==> config.mk <==
export PLATFORM = sky130hd
export DESIGN_NAME = pipeline_ctrl
export DESIGN_NICKNAME = d
export VERILOG_FILES = /design/src/rtl/pipeline_ctrl_pkg.sv /design/src/rtl/sat_counter.sv /design/src/rtl/pipeline_ctrl.sv
export SDC_FILE = /design/constraint.sdc
export NUM_CORES = 1
export LEC_CHECK = 0
export ABC_AREA = 1
export BUFFER_PORTS_ARGS = -buffer_cell sky130_fd_sc_hd__buf_2
export CAP_MARGIN = 10
export CORE_AREA = 2 2 75 84
export CTS_CLUSTER_DIAMETER = 100
export DETAILED_ROUTE_END_ITERATION = 16
export DIE_AREA = 0 0 77 86
export PLACE_DENSITY_LB_ADDON = 0.05
export SYNTH_ARGS = -nofsm -noshare
export SYNTH_HDL_FRONTEND = slang
export SYNTH_HIERARCHICAL = 1
export SYNTH_SLANG_ARGS = --single-unit
==> constraint.sdc <==
create_clock -name clock -period 2.2 [get_ports clock]
set_input_delay 0.33 -clock clock [delete_from_list [all_inputs] [get_ports clock]]
set_output_delay 0.33 -clock clock [all_outputs]
set_load 0.01 [all_outputs]
==> src/rtl/pipeline_ctrl_pkg.sv <==
// Shared opcode constants and controller state encoding for the pipeline stall/flush sequencer.
package pipeline_ctrl_pkg;

    localparam logic [5:0] OP_LW  = 6'h23;
    localparam logic [5:0] OP_SW  = 6'h2B;
    localparam logic [5:0] OP_BEQ = 6'h04;
    localparam logic [5:0] OP_NOP = 6'h00;

    typedef enum logic [1:0] {
        RUN      = 2'd0,
        MEM_WAIT = 2'd1,
        HALTED   = 2'd2
    } state_t;

endpackage

==> src/rtl/sat_counter.sv <==
// Up-counter that sticks at all-ones instead of wrapping; used for performance statistics.
module sat_counter
    import pipeline_ctrl_pkg::*;
#(
    parameter int CNT_W = 16
) (
    input  logic             clock,
    input  logic             reset,
    input  logic             inc,
    output logic [CNT_W-1:0] count
);

    logic [CNT_W-1:0] r_count;

    always_ff @(posedge clock or negedge reset) begin
        if (!reset) begin
            r_count <= '0;
        end else if (inc && (r_count != {CNT_W{1'b1}})) begin
            r_count <= r_count + CNT_W'(1);
        end
    end

    assign count = r_count;

endmodule

==> src/rtl/pipeline_ctrl.sv <==
// Stall/flush sequencer for the 5-stage pipeline: memory freeze with timeout, branch redirect,
// load-use bubble, debug halt handshake and saturating stall/flush counters.
module pipeline_ctrl
    import pipeline_ctrl_pkg::*;
#(
    parameter int REG_W   = 6,
    parameter int OP_W    = 6,
    parameter int TIMEOUT = 64,
    parameter int CNT_W   = 16
) (
    input  logic             clock,
    input  logic             reset,
    input  logic             id_valid,
    input  logic [REG_W-1:0] id_rs,
    input  logic [REG_W-1:0] id_rt,
    input  logic [REG_W-1:0] ex_dest,
    input  logic [OP_W-1:0]  ex_op,
    input  logic [OP_W-1:0]  mem_op,
    input  logic             mem_eq,
    input  logic             mem_ready,
    input  logic             halt_req,
    output logic             pc_load,
    output logic             if_id_load,
    output logic             id_ex_load,
    output logic             ex_mem_load,
    output logic             mem_wb_load,
    output logic             if_id_flush,
    output logic             id_ex_flush,
    output logic             ex_mem_flush,
    output logic             pc_sel_target,
    output logic             halt_ack,
    output logic             mem_err,
    output logic [CNT_W-1:0] stall_cnt,
    output logic [CNT_W-1:0] flush_cnt
);

    localparam int WCW = (TIMEOUT > 2) ? $clog2(TIMEOUT) : 1;
    localparam logic [WCW-1:0] WAIT_LAST = WCW'(TIMEOUT - 1);

    state_t         r_state;
    logic [WCW-1:0] r_wait_cnt;
    logic           r_mem_err;
    logic           r_halt_ack;

    logic w_mem_access;
    logic w_timeout_hit;
    logic w_freeze;
    logic w_branch;
    logic w_load_use;
    logic w_flush_inc;
    logic w_stall_inc;

    assign w_mem_access  = (mem_op == OP_W'(OP_LW)) || (mem_op == OP_W'(OP_SW));
    assign w_timeout_hit = (r_state == MEM_WAIT) && (r_wait_cnt == WAIT_LAST) && !mem_ready;
    assign w_freeze      = (r_state != HALTED) && w_mem_access && !mem_ready && !w_timeout_hit;
    assign w_branch      = (mem_op == OP_W'(OP_BEQ)) && mem_eq;
    assign w_load_use    = (ex_op == OP_W'(OP_LW)) && id_valid && (ex_dest != '0) &&
                           ((ex_dest == id_rs) || (ex_dest == id_rt));

    // Load/flush decode; everything is held at zero while reset is asserted.
    always_comb begin
        pc_load       = 1'b0;
        if_id_load    = 1'b0;
        id_ex_load    = 1'b0;
        ex_mem_load   = 1'b0;
        mem_wb_load   = 1'b0;
        if_id_flush   = 1'b0;
        id_ex_flush   = 1'b0;
        ex_mem_flush  = 1'b0;
        pc_sel_target = 1'b0;
        w_flush_inc   = 1'b0;
        if (reset && (r_state != HALTED) && !w_freeze) begin
            id_ex_load  = 1'b1;
            ex_mem_load = 1'b1;
            mem_wb_load = 1'b1;
            if (w_branch) begin
                pc_load       = 1'b1;
                if_id_load    = 1'b1;
                if_id_flush   = 1'b1;
                id_ex_flush   = 1'b1;
                ex_mem_flush  = 1'b1;
                pc_sel_target = 1'b1;
                w_flush_inc   = 1'b1;
            end else if (w_load_use) begin
                id_ex_flush = 1'b1;
            end else begin
                pc_load    = 1'b1;
                if_id_load = 1'b1;
            end
        end
    end

    assign w_stall_inc = !pc_load && (r_state != HALTED) && reset;

    always_ff @(posedge clock or negedge reset) begin
        if (!reset) begin
            r_state    <= RUN;
            r_wait_cnt <= '0;
            r_mem_err  <= 1'b0;
            r_halt_ack <= 1'b0;
        end else begin
            case (r_state)
                RUN: begin
                    if (w_freeze) begin
                        r_state    <= MEM_WAIT;
                        r_wait_cnt <= r_wait_cnt + WCW'(1);
                    end else if (halt_req) begin
                        r_state    <= HALTED;
                        r_halt_ack <= 1'b1;
                    end
                end
                MEM_WAIT: begin
                    if (w_freeze) begin
                        r_wait_cnt <= r_wait_cnt + WCW'(1);
                    end else begin
                        r_state    <= RUN;
                        r_wait_cnt <= '0;
                        if (w_timeout_hit) begin
                            r_mem_err <= 1'b1;
                        end
                    end
                end
                HALTED: begin
                    if (!halt_req) begin
                        r_state    <= RUN;
                        r_halt_ack <= 1'b0;
                    end
                end
                default: begin
                    r_state    <= RUN;
                    r_wait_cnt <= '0;
                    r_halt_ack <= 1'b0;
                end
            endcase
        end
    end

    assign mem_err  = r_mem_err;
    assign halt_ack = r_halt_ack;

    sat_counter #(.CNT_W(CNT_W)) u_stall_cnt (
        .clock (clock),
        .reset (reset),
        .inc   (w_stall_inc),
        .count (stall_cnt)
    );

    sat_counter #(.CNT_W(CNT_W)) u_flush_cnt (
        .clock (clock),
        .reset (reset),
        .inc   (w_flush_inc),
        .count (flush_cnt)
    );

endmodule

Word level (Yosys, flattened, before mapping). Index checks and enable logic that the tools add are counted.

RAM bits: 0. Input bits: 36. Memories kept: 0. Latch bits: 0. Bits in registers: 42. Bits in read-only memories: 0. Output and inout bits: 43.

Eq/ne operators: 18. $mul: 0. Multiplexer cells: 21. Shift operators: 0. Reductions and logical operators: 27. Divide/modulo/power cells: 0. Add/sub/neg operators: 3. Magnitude comparators: 0. Bitwise logic cells: 3.

Operator list (count): $add A16 B1 Y16 const B (2); $ne A16 B16 Y1 const B (2); $eq A6 B6 Y1 const B (4); $pmux W6 S3 (1); $logic_and A1 B1 Y1 (15); $eq A6 B6 Y1 (2); $mux W1 (12); $mux W6 (2); $ne A2 B2 Y1 const B (6); $mux W2 (4); $add A6 B1 Y6 const B (1); $eq A6 B3 Y1 const B (1); $pmux W2 S3 (1); $reduce_and A3 Y1 (2); $reduce_bool A6 Y1 (1); $logic_not A1 Y1 (4); $reduce_and A4 Y1 (1); $ne A3 B3 Y1 const B (1); $not A1 Y1 (3); $pmux W1 S3 (1); $eq A2 B1 Y1 const B (1); $eq A2 B2 Y1 const B (1); $logic_not A2 Y1 (1); $logic_or A1 B1 Y1 (2); $reduce_and A2 Y1 (1).

Logic depth before layout (Yosys ltp).
Word-level depth: 12. Mapped depth: 16. Depth with buffers taken out: 16.

By module. Netlist, hierarchy kept.

By module, submodules not included: sat_counter (cells each 149, seq. area each 400.4 um2, times used 2, area an instance 1058.5 um2); pipeline_ctrl (cells each 151, seq. area each 250.2 um2, times used 1, area an instance 884.6 um2).

Worst setup path before layout. Ideal clock, no wire load.

Path kind: reg-to-reg. Start point: register r_wait_cnt[0]. End point: register u_flush_cnt.r_count[15], in the netlist u_flush_cnt/count[15]. Setup slack: 76 ps. Stages on the path, launching flop included: 15. Data arrival time: 2011 ps. Path buffers: 0. Period minus slack after synthesis: 2124 ps. Setup time: 113 ps. Path through: dfrtp_1 -> ha_1 -> nand2_1 -> nor2_2 -> nand4_1 -> nand2_2 -> nand3_1 -> nor2_1 -> inv_1 -> nor2_1 -> nand2_1 -> nor2_1 -> nand3_1 -> nand2_1 -> inv_1.

Word-level cells in the longest chain between the ends: 9.

RTL lines: start, declared (RTL line pipeline_ctrl.sv:41) `logic [WCW-1:0] r_wait_cnt;`; start signal, assigned (RTL line pipeline_ctrl.sv:106) `r_wait_cnt <= r_wait_cnt + WCW'(1);`; start signal, assigned (RTL line pipeline_ctrl.sv:114) `r_wait_cnt <= r_wait_cnt + WCW'(1);`; $eq A6 B6 Y1 (RTL line pipeline_ctrl.sv:54) `assign w_timeout_hit = (r_state == MEM_WAIT) && (r_wait_cnt == WAIT_LAST) && !mem_ready;`; $logic_and A1 B1 Y1 (2 in series) (RTL line pipeline_ctrl.sv:54); $logic_not A1 Y1 (RTL line pipeline_ctrl.sv:55) `assign w_freeze = (r_state != HALTED) && w_mem_access && !mem_ready && !w_timeout_hit;`; $logic_and A1 B1 Y1 (RTL line pipeline_ctrl.sv:55); $logic_not A1 Y1 (RTL line pipeline_ctrl.sv:72) `if (reset && (r_state != HALTED) && !w_freeze) begin`; $logic_and A1 B1 Y1 (RTL line pipeline_ctrl.sv:72); $mux W1; named net ex_mem_flush (RTL line pipeline_ctrl.sv:29) `output logic ex_mem_flush,`; $logic_and A1 B1 Y1 (RTL line sat_counter.sv:18) `end else if (inc && (r_count != {CNT_W{1'b1}})) begin`; end signal, assigned (RTL line sat_counter.sv:19) `r_count <= r_count + CNT_W'(1);`; end, declared (RTL line sat_counter.sv:13) `logic [CNT_W-1:0] r_count;`.

The timed path passes the listed nets, and every way through them passes these cells. A chain may end at the register's enable or synchronous reset.

Worst setup path after layout.
Start point: register r_wait_cnt[1]. End point: output pc_sel_target.

Word-level cells in the longest chain between the ends: 8.

RTL lines: $eq A6 B6 Y1 (RTL line pipeline_ctrl.sv:54); $logic_and A1 B1 Y1 (2 in series) (RTL line pipeline_ctrl.sv:54); $logic_not A1 Y1 (RTL line pipeline_ctrl.sv:55); $logic_and A1 B1 Y1 (RTL line pipeline_ctrl.sv:55); $logic_not A1 Y1 (RTL line pipeline_ctrl.sv:72); $logic_and A1 B1 Y1 (RTL line pipeline_ctrl.sv:72); $mux W1 (RTL line pipeline_ctrl.sv:72); end, declared (RTL line pipeline_ctrl.sv:30) `output logic pc_sel_target,`.

No other way between the ends.

==> metrics.md <==
| Metric | Value |
|---|---|
| Post-CTS Hold Fix Bufs | `0` |
| I/O Buffers | `78` |
| P per Cell Area | `508 nW/um^2` |
| Max cap viols | `0` |
| CTS Buffer Depth | `2` |
| Hold Fails Final Rpt | `0` |
| Chip width | `77 um` |
| Post-layout util | `63.2%` |
| Clock group share of total power | `27.0%` |
| Final ANT Viol Nets | `0` |
| DP HPWL | `5.38 mm` |
| CTS tree | `yes` |
| Routed length per instance | `11.4 um` |
| Endpoints failing setup | `0` |
| DRT Pass-1 Iters | `4` |
| Worst-Margin Slew | `407 ps` |
| Remaining global-route overflow | `0` |
| Via/cell ratio | `4.92` |
| FMAX | `464 MHz` |
| Vias in the first global route | `2787` |
| Required @ worst endpoint | `1870 ps` |
| WS Path Type | `reg -> out` |
| Mapped Area | `3000 um^2` |
| Final worst path period share | `97.9%` |
| Global-route wire length before repair | `12.0 mm` |
| Num CTS Buffers | `5` |
| Via Count | `3020` |
| Core area | `5730 um^2` |
| Pint | `1.23 mW` |
| Slew HR | `72.8%` |
| CTS Root Cell | `clkbuf_8` |
| H-tree depth | `2` |
| Share of power burned in registers | `50.4%` |
| Crit start category | `flip-flop` |
| DRC | `0` |
| Status | `completed` |
| P_sw | `0.606 mW` |
| Max Slew Vio Count | `0` |
| Maximum VDD drop | `494 uV` |
| Comb pwr share | `22.6%` |
| Clock skew | `11.2 ps` |
| Net count after synthesis | `488` |
| Final WL | `7.00 mm` |
| Most frequent cells in the layout | `185 x nand2_1, 77 x buf_2, 48 x inv_1` |
| Die height | `86 um` |
| Hold Crit Class | `in -> async` |
| Placed inst area | `3440 um^2` |
| Register bit total from synthesis | `42` |
| # clock sinks | `42` |
| Fillcell total | `555` |
| Critical Path AT | `1820 ps` |
| Switching part of the total power | `32.9%` |
| Area growth syn-to-layout | `20.7%` |
| Clock-pin transition on the worst setup and hold timing paths | `90 ps` |
| Final worst path period need | `2150 ps` |
| Post-route design area | `3620 um^2` |
| FF/Latch Area | `1050 um^2` |
| Antenna cells | `0` |
| RSZ-0062 raised after global routing | `true` |
| Boundary Pins | `79` |
| Share of cells above drive strength 1 | `26.4%` |
| Initial Util | `52.4%` |
| Cell variety after synth | `26` |
| CP endpoint kind | `output pin` |
| Nets | `575` |
| Worst setup margin | `46.3 ps` |
| Commonest non-fill, non-tap cell in the layout | `nand2_1` |
| Later-pin clock latency in the skew report | `290 ps` |
| DRT iter0 DRCs | `81` |
| Area of the multi-input gates | `1690 um^2` |
| Sequential fraction of the synthesis area | `35.0%` |
| Static leakage | `1.94 nW` |
| Post-Syn Instances | `449` |
| Largest net degree at the start of global routing | `28` |
| Final GP Congestion | `0.851` |
| Syn avg cell area | `6.69 um^2` |
| Crit-path max FO | `5` |
| GR Util All Layers | `22.0%` |
| Placement Setup Slack | `158 ps` |
| Initial antenna violation count | `0` |
| Yosys warnings | `6` |
| Core Rows | `29` |
| Full die area | `6620 um^2` |
## routing by layer
| metal | part of all wire (%) | routed length, um | track usage [%] | vias to the layer above |
|---|---|---|---|---|
| met5 | 0 | 0 | 0 | - |
| met4 | 0.94 | 66 | 6.98 | 0 |
| met2 | 50 | 3530 | 39.6 | 55 |
| met1 | 45 | 3170 | 27.4 | 1397 |
| li1 | - | - | - | 1562 |
| met3 | 3.4 | 237 | 3.16 | 6 |
## flip-flops by register name, summed over array words and instances, names as in the netlist
name and cells:
mem_err 1, halt_ack 1, r_state 2, u_stall_cnt/count 16, u_flush_cnt/count 16, r_wait_cnt 6
## per-stage QoR
step | power [mW] | instances | hold slack [ps] | TNS [ps]
6_report | 1.84 | 614 | 42.3 | 0
3_3_place_gp | 1.34 | 600 | 337 | 0
3_5_place_dp | 1.35 | 600 | 347 | 0
2_1_floorplan | 1.18 | 449 | 34.4 | 0
5_1_grt | 1.96 | 614 | 64.3 | -296
4_1_cts | 1.86 | 611 | 18.3 | 0
## cells by family after synthesis
group | synth area share, %
buffers and inverters | 9.34
flip-flops | 35.0
adder cells (fa/ha/maj) | 1.25
AND/OR/NAND/NOR | 46.2
AO/OA/AOI/OAI | 4.38
XOR/XNOR | 3.79
## worst max-delay path, stage by stage (launching register included)
cell and delay [ps]:
dfrtp_1 380, ha_2 190, nand2_2 60, nor2_2 130, nand4_1 130, nand2_2 120
nand3_2 100, nor2_2 160, buf_6 140, buf_2 120
## what timing repair did
item | 4_1_cts | 5_1_grt
setup endpoints to repair | 5 | 21
pin swaps | 1 | 5
setup buffers | 3 | 3
gates resized for setup | 0 | 9
## path summary, 6_finish.rpt
kind | start | endpoint | slack [ps] | cells past startpoint
hold reg to reg | mem_err$_DFFE_PN0P_ | mem_err$_DFFE_PN0P_ | 480 | 2
setup / recovery | r_wait_cnt[1]$_DFFE_PN0P_ | pc_sel_target | 50 | 9
min in group clock | halt_req | r_state[1]$_DFFE_PN0P_ | 320 | 3
hold / removal | reset | u_flush_cnt/count[6]$_DFFE_PN0P_ | 40 | 2
max in group asynchronous | reset | u_stall_cnt/count[0]$_DFFE_PN0P_ | 1820 | 2
setup reg to reg | r_wait_cnt[1]$_DFFE_PN0P_ | u_stall_cnt/count[15]$_DFFE_PN0P_ | 150 | 16
## layout make-up
type / count / area share [%]
multi-input cells: 346 / 46.7
flip-flops and latches: 42 / 29.0
repair buffers: 89 / 13.8
inverters: 52 / 5.46
well taps: 77 / 2.66
clock buffers: 6 / 2.00
clock inverters: 2 / 0.380
## cells in the mapped netlist
master / n / area, um^2
nand2_1: 186 / 698
inv_1: 48 / 180
nor2_1: 46 / 173
dfrtp_1: 42 / 1050
nand3_1: 29 / 145
o21ai_0: 14 / 70.1
nand4_1: 13 / 81.3
xnor2_1: 11 / 96.3
nand2_2: 9 / 56.3
nor2_4: 9 / 101
nor2_2: 8 / 50.1
buf_4: 5 / 37.5
buf_6: 4 / 45.0
o21ai_2: 4 / 35.0
ha_1: 3 / 37.5
inv_2: 3 / 11.3
a21oi_1: 2 / 10.0
nand4_4: 2 / 42.5
nor3_1: 2 / 10.0
or2_2: 2 / 12.5
xor2_1: 2 / 17.5
a22o_2: 1 / 10.0
a31oi_1: 1 / 6.26
inv_4: 1 / 6.26
nand3_2: 1 / 10.0
nand3b_1: 1 / 7.51
## power groups by stage
| stage | combinational [mW] | clock, mW | sequential, mW |
|---|---|---|---|
| finish | 0.416 | 0.497 | 0.928 |
| global route | 0.473 | 0.549 | 0.940 |
| CTS | 0.412 | 0.524 | 0.928 |
| detailed placement | 0.405 | 0 | 0.944 |
| global placement | 0.394 | 0 | 0.943 |
| floorplan | 0.221 | 0 | 0.956 |
Note: power is estimated with default switching activity, not from simulation.
